[src/rtl/bus_timer_pkg.sv]
// Shared definitions for the memory-mapped countdown timer: register
// offsets, CTRL field positions, mode encodings and the counter FSM states.
package bus_timer_pkg;

  // Word offsets within the 16-byte register window
  localparam logic [1:0] OFF_CTRL   = 2'd0;
  localparam logic [1:0] OFF_PRESET = 2'd1;
  localparam logic [1:0] OFF_COUNT  = 2'd2;

  // CTRL bit positions
  localparam int EN      = 0;
  localparam int MODE_LO = 1;
  localparam int MODE_HI = 2;
  localparam int IM      = 3;

  // MODE encodings; anything other than auto-reload behaves as one-shot
  localparam logic [1:0] MODE_ONESHOT = 2'b00;
  localparam logic [1:0] MODE_RELOAD  = 2'b01;

  typedef enum logic [1:0] {
    S_IDLE = 2'd0,
    S_LOAD = 2'd1,
    S_CNT  = 2'd2,
    S_INT  = 2'd3
  } state_t;

  // Collapse the raw MODE field onto the two behaviours the timer implements
  function automatic logic [1:0] effective_mode(input logic [1:0] mode);
    return (mode == MODE_RELOAD) ? MODE_RELOAD : MODE_ONESHOT;
  endfunction

endpackage

[src/rtl/bus_timer.sv]
// Memory-mapped countdown timer responding on the CPU system bus.
// Holds CTRL/PRESET/COUNT, decodes its own 16-byte window, and raises irq
// when the count expires (masked by CTRL.IM).
module bus_timer
  import bus_timer_pkg::*;
#(
  parameter logic [31:0] BASE_ADDR = 32'h0000_7F00
) (
  input  logic        clk,
  input  logic        reset,
  input  logic [31:2] addr,
  input  logic [31:0] wdata,
  input  logic        we,
  output logic [31:0] rdata,
  output logic        irq
);

  logic        hit;
  logic [1:0]  offset;
  logic        ctrl_wr;
  logic        preset_wr;
  logic        reload_mode;

  logic [3:0]  ctrl;
  logic [31:0] preset_q;
  logic [31:0] count_q;
  logic        irq_flag;

  state_t      state;
  state_t      state_next;
  logic        count_load;
  logic        count_dec;
  logic        clear_en;
  logic        flag_set;
  logic        flag_clr_load;

  assign hit         = (addr[31:4] == BASE_ADDR[31:4]);
  assign offset      = addr[3:2];
  assign ctrl_wr     = we && hit && (offset == OFF_CTRL);
  assign preset_wr   = we && hit && (offset == OFF_PRESET);
  assign reload_mode = (effective_mode(ctrl[MODE_HI:MODE_LO]) == MODE_RELOAD);
  assign irq         = irq_flag & ctrl[IM];

  // Zero-latency read mux; misses and the reserved slot read as zero
  always_comb begin
    rdata = 32'd0;
    if (hit) begin
      case (offset)
        OFF_CTRL:   rdata = {28'd0, ctrl};
        OFF_PRESET: rdata = preset_q;
        OFF_COUNT:  rdata = count_q;
        default:    rdata = 32'd0;
      endcase
    end
  end

  // Counter FSM next-state and the per-state actions on COUNT, CTRL.EN and irq_flag
  always_comb begin
    state_next    = state;
    count_load    = 1'b0;
    count_dec     = 1'b0;
    clear_en      = 1'b0;
    flag_set      = 1'b0;
    flag_clr_load = 1'b0;
    case (state)
      S_IDLE: begin
        if (ctrl[EN]) begin
          state_next = S_LOAD;
        end
      end
      S_LOAD: begin
        count_load    = 1'b1;
        flag_clr_load = reload_mode;
        state_next    = S_CNT;
      end
      S_CNT: begin
        if (!ctrl[EN]) begin
          state_next = S_IDLE;
        end else if (count_q == 32'd0) begin
          flag_set   = 1'b1;
          state_next = S_INT;
        end else begin
          count_dec = 1'b1;
        end
      end
      S_INT: begin
        flag_set = 1'b1;
        if (reload_mode) begin
          state_next = S_LOAD;
        end else begin
          clear_en   = 1'b1;
          state_next = S_IDLE;
        end
      end
      default: state_next = S_IDLE;
    endcase
  end

  // FSM state register
  always_ff @(posedge clk or negedge reset) begin
    if (!reset) begin
      state <= S_IDLE;
    end else begin
      state <= state_next;
    end
  end

  // CTRL: a bus write takes priority over the one-shot auto-clear of EN
  always_ff @(posedge clk or negedge reset) begin
    if (!reset) begin
      ctrl <= 4'd0;
    end else if (ctrl_wr) begin
      ctrl <= wdata[3:0];
    end else if (clear_en) begin
      ctrl[EN] <= 1'b0;
    end
  end

  // PRESET only changes on a bus write; the FSM samples it when loading
  always_ff @(posedge clk or negedge reset) begin
    if (!reset) begin
      preset_q <= 32'd0;
    end else if (preset_wr) begin
      preset_q <= wdata;
    end
  end

  // COUNT is loaded or decremented only by the FSM; bus writes never touch it
  always_ff @(posedge clk or negedge reset) begin
    if (!reset) begin
      count_q <= 32'd0;
    end else if (count_load) begin
      count_q <= preset_q;
    end else if (count_dec) begin
      count_q <= count_q - 32'd1;
    end
  end

  // Interrupt flag: the hardware set beats any clear so no expiry is lost
  always_ff @(posedge clk or negedge reset) begin
    if (!reset) begin
      irq_flag <= 1'b0;
    end else if (flag_set) begin
      irq_flag <= 1'b1;
    end else if (ctrl_wr || flag_clr_load) begin
      irq_flag <= 1'b0;
    end
  end

endmodule

[config.mk]
export PLATFORM = sky130hd
export DESIGN_NAME = bus_timer
export DESIGN_NICKNAME = d
export VERILOG_FILES = /design/src/rtl/bus_timer_pkg.sv /design/src/rtl/bus_timer.sv
export SDC_FILE = /design/constraint.sdc
export NUM_CORES = 1
export LEC_CHECK = 0
export ABC_AREA = 0
export ABC_CLOCK_PERIOD_IN_PS = 3110
export BUFFER_PORTS_ARGS = -buffer_cell sky130_fd_sc_hd__buf_2
export CAP_MARGIN = 20
export CORE_ASPECT_RATIO = 1.25
export CORE_MARGIN = 2
export CORE_UTILIZATION = 35
export DETAILED_ROUTE_END_ITERATION = 6
export SLEW_MARGIN = 20
export SYNTH_ARGS = -nofsm -noshare
export SYNTH_HDL_FRONTEND = slang
export SYNTH_SLANG_ARGS = --single-unit
[constraint.sdc]
create_clock -name clk -period 3.11 [get_ports clk]
set_input_delay 0.311 -clock clk [delete_from_list [all_inputs] [get_ports clk]]
set_output_delay 0.311 -clock clk [all_outputs]
set_load 0.01 [all_outputs]
# After elaboration in Yosys (flattened, before gate mapping)
# Index checks and enable logic that the tools add are counted.
[classes]
add_sub_neg = 1
n_eq_ne = 10
mux = 24
bitwise = 1
reduce_logical = 11
[op_table]
columns = ["op", "count"]
rows = [
  ["$mux 32", 3],
  ["$pmux 32 s3", 1],
  ["$logic_not 32->1", 1],
  ["$sub 32x1->32 const B", 1],
  ["$eq 28x11->1 const B", 1],
  ["$mux 1", 15],
  ["$pmux 2 s4", 1],
  ["$eq 2x1->1 const B", 3],
  ["$eq 2x2->1 const B", 3],
  ["$mux 2", 3],
  ["$reduce_bool 2->1", 3],
  ["$logic_not 2->1", 2],
  ["$logic_and 1x1->1", 3],
  ["$ne 3x3->1 const B", 1],
  ["$ne 2x2->1 const B", 1],
  ["$pmux 1 s2", 1],
  ["$reduce_and 2->1", 1],
  ["$and 1x1->1", 1],
  ["$eq 1x1->1 const B", 1],
  ["$logic_or 1x1->1", 1],
]
[totals]
ff_bits = 71
in_bits = 65
word_cells = 53

# Longest topological paths before layout
# Gate-level depths: netlist of run 1.
[logic_depth]
depth_word = 7
mapped_depth = 9
depth_no_buf = 7

# Worst setup path after synthesis of run 1
# Ideal clock, no wire load.
[synth_timing]
path_type = "reg-to-reg"
start = "register count_q[9]"
end = "register count_q[25]"
setup_time_ps = 120
arrival_ps = 2692
slack_ps = 298
stages_incl_launch_ff = 8
path_buffers = 2
path_cell_list = "dfrtp_1 > or4_1 > buf_2 > or4_4 > buf_6 > a2111o_1 > or4_1 > a31o_1"
[synth_via]
elab_chain_cells = 5
[synth_rtl]
columns = ["item", "line_no", "text"]
rows = [
  ["start, declared", "bus_timer.sv:26", "logic [31:0] count_q;"],
  ["start signal, assigned", "bus_timer.sv:133", "count_q <= preset_q;"],
  ["start signal, assigned", "bus_timer.sv:135", "count_q <= count_q - 32'd1;"],
  ["branches (longest 5 deep; another with $sub 32x1->32)", "n/a", ""],
]
# Several ways; the timed one is not identified. The select of a mux whose other input is x is not followed.
# A chain may end at the register's enable or synchronous reset.

# Worst setup path after layout of run 1
# Ends and elaborated chain as after synthesis.

==> results of run 1 <==
==> stage by stage <==
| step | hold slack (ns) | std cells | utilization [%] | worst slack, ns |
|---|---|---|---|---|
| 3_5_place_dp | 0.370 | 643 | 42.5 | 0.280 |
| 5_1_grt | 0.0479 | 657 | 44.9 | 0.182 |
| 6_report | 0.00386 | 657 | 44.9 | 0.262 |
| 3_3_place_gp | 0.372 | 643 | 42.5 | 0.306 |
| 2_1_floorplan | 0.0154 | 416 | - | 0.298 |
| 4_1_cts | 0.0192 | 657 | 44.9 | 0.266 |
==> registers in the layout (all words and copies together) (netlist names) <==
name / flops
count_q: 32
preset_q: 32
ctrl: 4
state: 2
irq_flag: 1
==> cells by family (layout without fill, tap and decap cells) <==
group	Yosys count	after routing
adders and majority gates	2	2
buffers and inverters	36	142
xor gates and xnor gates	1	1
DFF	71	71
and+or+nand+nor	165	165
muxes	40	40
AOI/OAI and AO/OA	101	101
==> Yosys cell counts (all sizes together), types with 3 or more instances <==
| cell | n |
|---|---|
| nor3b | 3 |
| nor3 | 5 |
| a221o | 8 |
| o211ai | 8 |
| or2 | 4 |
| o311ai | 8 |
| o21ai | 16 |
| a211o | 3 |
| a21oi | 9 |
| a31oi | 5 |
| dfrtp | 71 |
| a22oi | 28 |
| nor2b | 5 |
| mux2 | 35 |
| nand3 | 16 |
| or4 | 14 |
| nand2 | 27 |
| inv | 9 |
| nor4b | 3 |
| buf | 9 |
| mux2i | 5 |
| nor2 | 56 |
| nor4 | 12 |
| or3 | 8 |
| clkbuf | 18 |
==> worst paths after layout <==
kind	end	slack [ns]
hold reg to reg	count_q[20]$_DFFE_PN0P_	0.51
max in group asynchronous	count_q[26]$_DFFE_PN0P_	2.69
hold / removal	count_q[10]$_DFFE_PN0P_	0.004
min in group clk	preset_q[15]$_DFFE_PN0P_	0.20
setup / recovery	count_q[25]$_DFFE_PN0P_	0.26
setup reg to reg	count_q[25]$_DFFE_PN0P_	0.26
==> metal layers <==
metal	vias to the layer above	wire length (um)	part of all wire, %
met5	-	0	0
met4	0	128	1.1
met3	7	569	5.1
met2	97	5650	50
met1	1802	4890	44
li1	1784	-	-
==> power by group <==
part	leakage, nW	internal, W	switching (W)
sequential	0.987	0.000925	0.000000000262
combinational	1.30	0.0000376	0.0000484
clock	0.132	0.000573	0.000360
total	2.42	0.00154	0.000409
==> worst max-delay path: cells and delay by family (launching register included) <==
kind | cells | cell delay [ns]
and+or+nand+nor | 3 | 1.61
AOI/OAI and AO/OA | 2 | 0.68
DFF | 1 | 0.44
==> final cells by class <==
cell class	instances	area, um2	area share [%]
Tap cell	135	169	3.38
Clock buffer	13	260	5.21
Multi-Input combinational cell	309	2100	42.1
Clock inverter	1	5.00	0.100
Timing Repair Buffer	119	651	13.0
Inverter	9	33.8	0.676
Sequential cell	71	1780	35.5
==> reports/results.tsv, run 1 <==
metric	value	unit
areaGrowthSynthToFinish	24.7	%
core-area	0.0111	mm2
wl	11200	um
avgViaCountPerCell	5.62	
drc	0	
grt_use_total	18.9	%
worstPathArrival	3.07	ns
port_buffers	97	
syn_area	0.00401	mm2
synth_xor_area_share	0.218	%
tns	0	ns
crit_type	register to register	
power	0.00194	W
path_max_fanout	8	
synth_area_leaders	dfrtp_1 (44%), mux2_2 (9.8%), a22oi_1 (5.2%), nor2_1 (5.2%), nand2_1 (2.5%)	
cts-root-buf	clkbuf_16	
h-tree-depth	3	
post_cts_buffers	0	
drive_gt1_share	34.7	%
drtIter0Drc	226	
grt_max_degree	41	
status	finished clean	
first_global_vias	3692	
numCtsBuffers	9	
synthMuxAreaShare	11.1	%
synth_area_per_cell	9.64	um2
vias	3690	
timing.final.crit_share	91.6	%
cts.clk_slew.worst_paths	0.05	ns
cts_hold_buf	0	
synth_top_family_by_area	simple AND/OR/NAND/NOR gates	
hold_path_class	input pin to asynchronous set/reset pin	
ioPinCount	98	
fin_skew	0.00474	ns
place_congestion	0.892	
synthSimpleGateAreaFrac	21.4	%
peakVddDrop	271	uV
crit_path_end_kind	register	
period_needed	2.85	ns
grt.busiest_layer	met2	
die-area	0.0123	mm2
firstDrtPassIters	4	
die_h	124	um
final_nets	586	
required	3.33	ns
grtUsageMet1	23.8	%
cts_resized	0	
slowest_delay	0.61	ns
numClockSinks	71	
grt_pass1_wl	18500	um
clockBufferDepth	2	
layout_commonest_cell	buf_2	
cp-start-kind	register	
r2r_cells	5	
ys_warn_count	0	
die_w	99.7	um
synthArstFlopShare	100	%
r2r-start	count_q[9]$_DFFE_PN0P_	
routedWlPerCell	17.1	um
syn_nets	483	
cellLeakagePower	2.42	nW
synth.top_cell.area_share	44.3	%
antenna_left	0	
slew_viol_final	0	
fillerInstances	1119	
synth_fa_ha_area_share	0.624	%
antenna_found_initial	0	
grtUsageMet2	32.3	%
worstSkewPairLatency	0.33	ns
use_met3	4.38	%
ys_seq_elements	71	
power_density	389	mW/mm2
antennaDiodeCount	0	
setup_viol	0	
synth_edf_count	0	
worst_pin_slew	0.947	ns
rsz0062_at_grt	false	
cap_violations	0	
crit_chain	or4_1, or4_4, a2111o_1, or4_1, a31o_1	
crit_start	count_q[9]$_DFFE_PN0P_	
synthCells	416	
start_util	36.0	%
hold_viol	0	
fmax	351	MHz
crit_top_cell	or4_1	
dp_hpwl	8230	um
synthDistinctLibCells	50	
gr-total-overflow	0	
cts_tree	yes	
relSlewSlack	36.0	%
fin_area	0.00500	mm2
most-common-layout-cells	buf_2 (97), dfrtp_1 (71), nor2_1 (55), mux2_2 (35), a22oi_1 (28)	
row_count	43	
ys_seq_area_share	44.3	%
yosys_most_used_dff	dfrtp_1	
synth_compound_gate_area_share	18.6	%
placed_area	0.00473	mm2
yosys.area.top_type	dfrtp_1	
slowest_stage	or4_4	
Power figures use the tool's default switching activity.
==> run 2: changes to the inputs <==
--- a/config.mk
+++ b/config.mk
@@ -6,7 +6,7 @@
 export NUM_CORES = 1
 export LEC_CHECK = 0
 export ABC_AREA = 0
-export ABC_CLOCK_PERIOD_IN_PS = 3110
+export ABC_CLOCK_PERIOD_IN_PS = 3040
 export BUFFER_PORTS_ARGS = -buffer_cell sky130_fd_sc_hd__buf_2
 export CAP_MARGIN = 20
 export CORE_ASPECT_RATIO = 1.25
==> constraint.sdc (replaced) <==
create_clock -name clk -period 3.04 [get_ports clk]
set_input_delay 0.304 -clock clk [delete_from_list [all_inputs] [get_ports clk]]
set_output_delay 0.304 -clock clk [all_outputs]
set_load 0.05 [all_outputs]
==> reports/results.tsv, run 2 (synthesis gave the netlist of run 1 again) <==
metric	value	unit	change
cap_violations	0		unchanged
grt.busiest_layer	met2		
layout_commonest_cell	buf_2		
grt_pass1_wl	18600	um	+0.56%
cts-root-buf	clkbuf_16		
reg2reg_setup_slack	0.21	ns	-0.06 ns
die_w	99.7	um	unchanged
r2r-start	count_q[9]$_DFFE_PN0P_		
grtUsageMet1	24.5	%	+0.68 points
cts_resized	0		unchanged
peakVddDrop	236	uV	-13%
cellLeakagePower	2.45	nW	+1.1%
final_util	45.5	%	+0.64 points
r2r_cells	5		unchanged
slew_viol_final	0		unchanged
vias	3702		+0.33%
tns	0	ns	unchanged
violations	hold timing		
crit_path_end_kind	output port		
die-area	0.0123	mm2	unchanged
dp_hpwl	8160	um	-0.85%
antennaDiodeCount	0		unchanged
status	finished, violations left		
use_met3	3.42	%	-0.95 points
hold_path_class	input pin to asynchronous set/reset pin		
multi_input_area	0.00210	mm2	unchanged
cts.clk_slew.worst_paths	0.05	ns	about the same
cts_tree	yes		
worst_pin_slew	0.851	ns	-0.0958 ns
drc	0		unchanged
drive_gt1_share	34.9	%	+0.26 points
drtIter0Drc	223		-1.3%
slowest_delay	0.76	ns	+0.15 ns
start_util	36.0	%	unchanged
grtUsageMet2	31.7	%	-0.59 points
port_buffers	97		unchanged
final_nets	583		-0.51%
power	0.00225	W	+16%
crit_top_cell	buf_2		
fin_skew	0.00477	ns	+0.0000311 ns
first_global_vias	3707		+0.41%
antenna_left	0		unchanged
setup_viol	0		unchanged
routedWlPerCell	17.3	um	+1.1%
path_max_fanout	11		+3
grt_max_degree	72		+76%
areaGrowthSynthToFinish	26.5	%	
wl	11300	um	+0.96%
grt_use_total	19.1	%	+0.14 points
core-area	0.0111	mm2	unchanged
hold_viol	26		+26
die_h	124	um	unchanged
avgViaCountPerCell	5.64		+0.48%
cts_hold_buf	0		unchanged
power_density	444	mW/mm2	+14%
biggestRegsByFlops	count_q (32), preset_q (32), ctrl (4)		
slowest_stage	or4_1		
fillerInstances	1115		-0.36%
crit_type	input pin to output port		
ioPinCount	98		unchanged
whs	-0.0334	ns	-0.0373 ns
numClockSinks	71		unchanged
antenna_found_initial	0		unchanged
most-common-layout-cells	buf_2 (97), dfrtp_1 (71), nor2_1 (55), mux2_2 (35), a22oi_1 (28)		
timing.final.crit_share	93.2	%	
numCtsBuffers	9		unchanged
gr-total-overflow	0		unchanged
firstDrtPassIters	4		unchanged
seq_area	0.00178	mm2	unchanged
post_cts_buffers	0		unchanged
rsz0062_at_grt	false		
relSlewSlack	42.5	%	+6.5 points
place_congestion	0.871		-2.4%
cp-start-kind	input pin		
worstPathArrival	2.53	ns	-0.54 ns
period_needed	2.83	ns	
fmax	353	MHz	
worstSkewPairLatency	0.34	ns	about the same
h-tree-depth	3		unchanged
r2r_end	count_q[25]$_DFFE_PN0P_		
row_count	43		unchanged
required	2.74	ns	-0.59 ns
clockBufferDepth	2		unchanged
crit_chain	buf_2, or4b_2, or4_1, buf_4, nor2_1, buf_2		
==> run 2: cell types whose count changed in the layout (fill, tap and decap cells not counted) <==
| cell | previous run | this run |
|---|---|---|
| bufinv_16 | 0 | 3 |
| clkinv_2 | 1 | 2 |
| clkinvlp_4 | 0 | 1 |
| clkbuf_8 | 2 | 1 |
| buf_12 | 0 | 1 |
| buf_4 | 22 | 18 |
| clkbuf_1 | 2 | 0 |
==> run 2: cell type report <==
type                            count  area share, %
Multi-Input combinational cell    309           41.5
Tap cell                          135           3.33
Inverter                            9          0.666
Sequential cell                    71           35.0
Clock buffer                       10           4.71
Clock inverter                      6           2.12
Timing Repair Buffer              116           12.6
==> run 2: how the worst max path moves through the flow <==
stage,from,to,slack (ns),cells after the start
after floorplan,count_q[9]$_DFFE_PN0P_,count_q[25]$_DFFE_PN0P_,0.23,7
after global placement,addr[5],rdata[27],0.21,6
after detailed placement,addr[5],rdata[27],0.20,6
after CTS,addr[5],rdata[27],0.19,6
after global routing,count_q[9]$_DFFE_PN0P_,count_q[14]$_DFFE_PN0P_,0.1,6
final,addr[5],rdata[27],0.21,6
==> run 2: critical path: cells and delay by family <==
| family | cells | cell delay, ns |
|---|---|---|
| buffers and inverters | 3 | 0.65 |
| AND/OR/NAND/NOR | 3 | 1.56 |
==> run 2: per-layer routing <==
| layer | wire (um) | part of all wire, % |
|---|---|---|
| met1 | 4980 | 44 |
| met5 | 0 | 0 |
| met2 | 5590 | 49 |
| met4 | 236 | 2.1 |
| met3 | 542 | 4.8 |
==> run 2: where the power goes <==
| group | leakage [nW] | total, W | switching (W) | internal (W) |
|---|---|---|---|---|
| Clock | 0.168 | 0.00122 | 0.000399 | 0.000820 |
| Sequential | 0.987 | 0.000945 | 0.000000000266 | 0.000945 |
| Combinational | 1.29 | 0.0000893 | 0.0000507 | 0.0000386 |
==> run 2: through the flow <==
stage          setup slack (ns)  std cells  area [um2]
2_1_floorplan             0.228        416        4010
3_3_place_gp              0.212        640        4720
3_5_place_dp              0.196        640        4720
4_1_cts                   0.194        656        5070
5_1_grt                  0.0971        656        5070
6_report                  0.206        656        5070
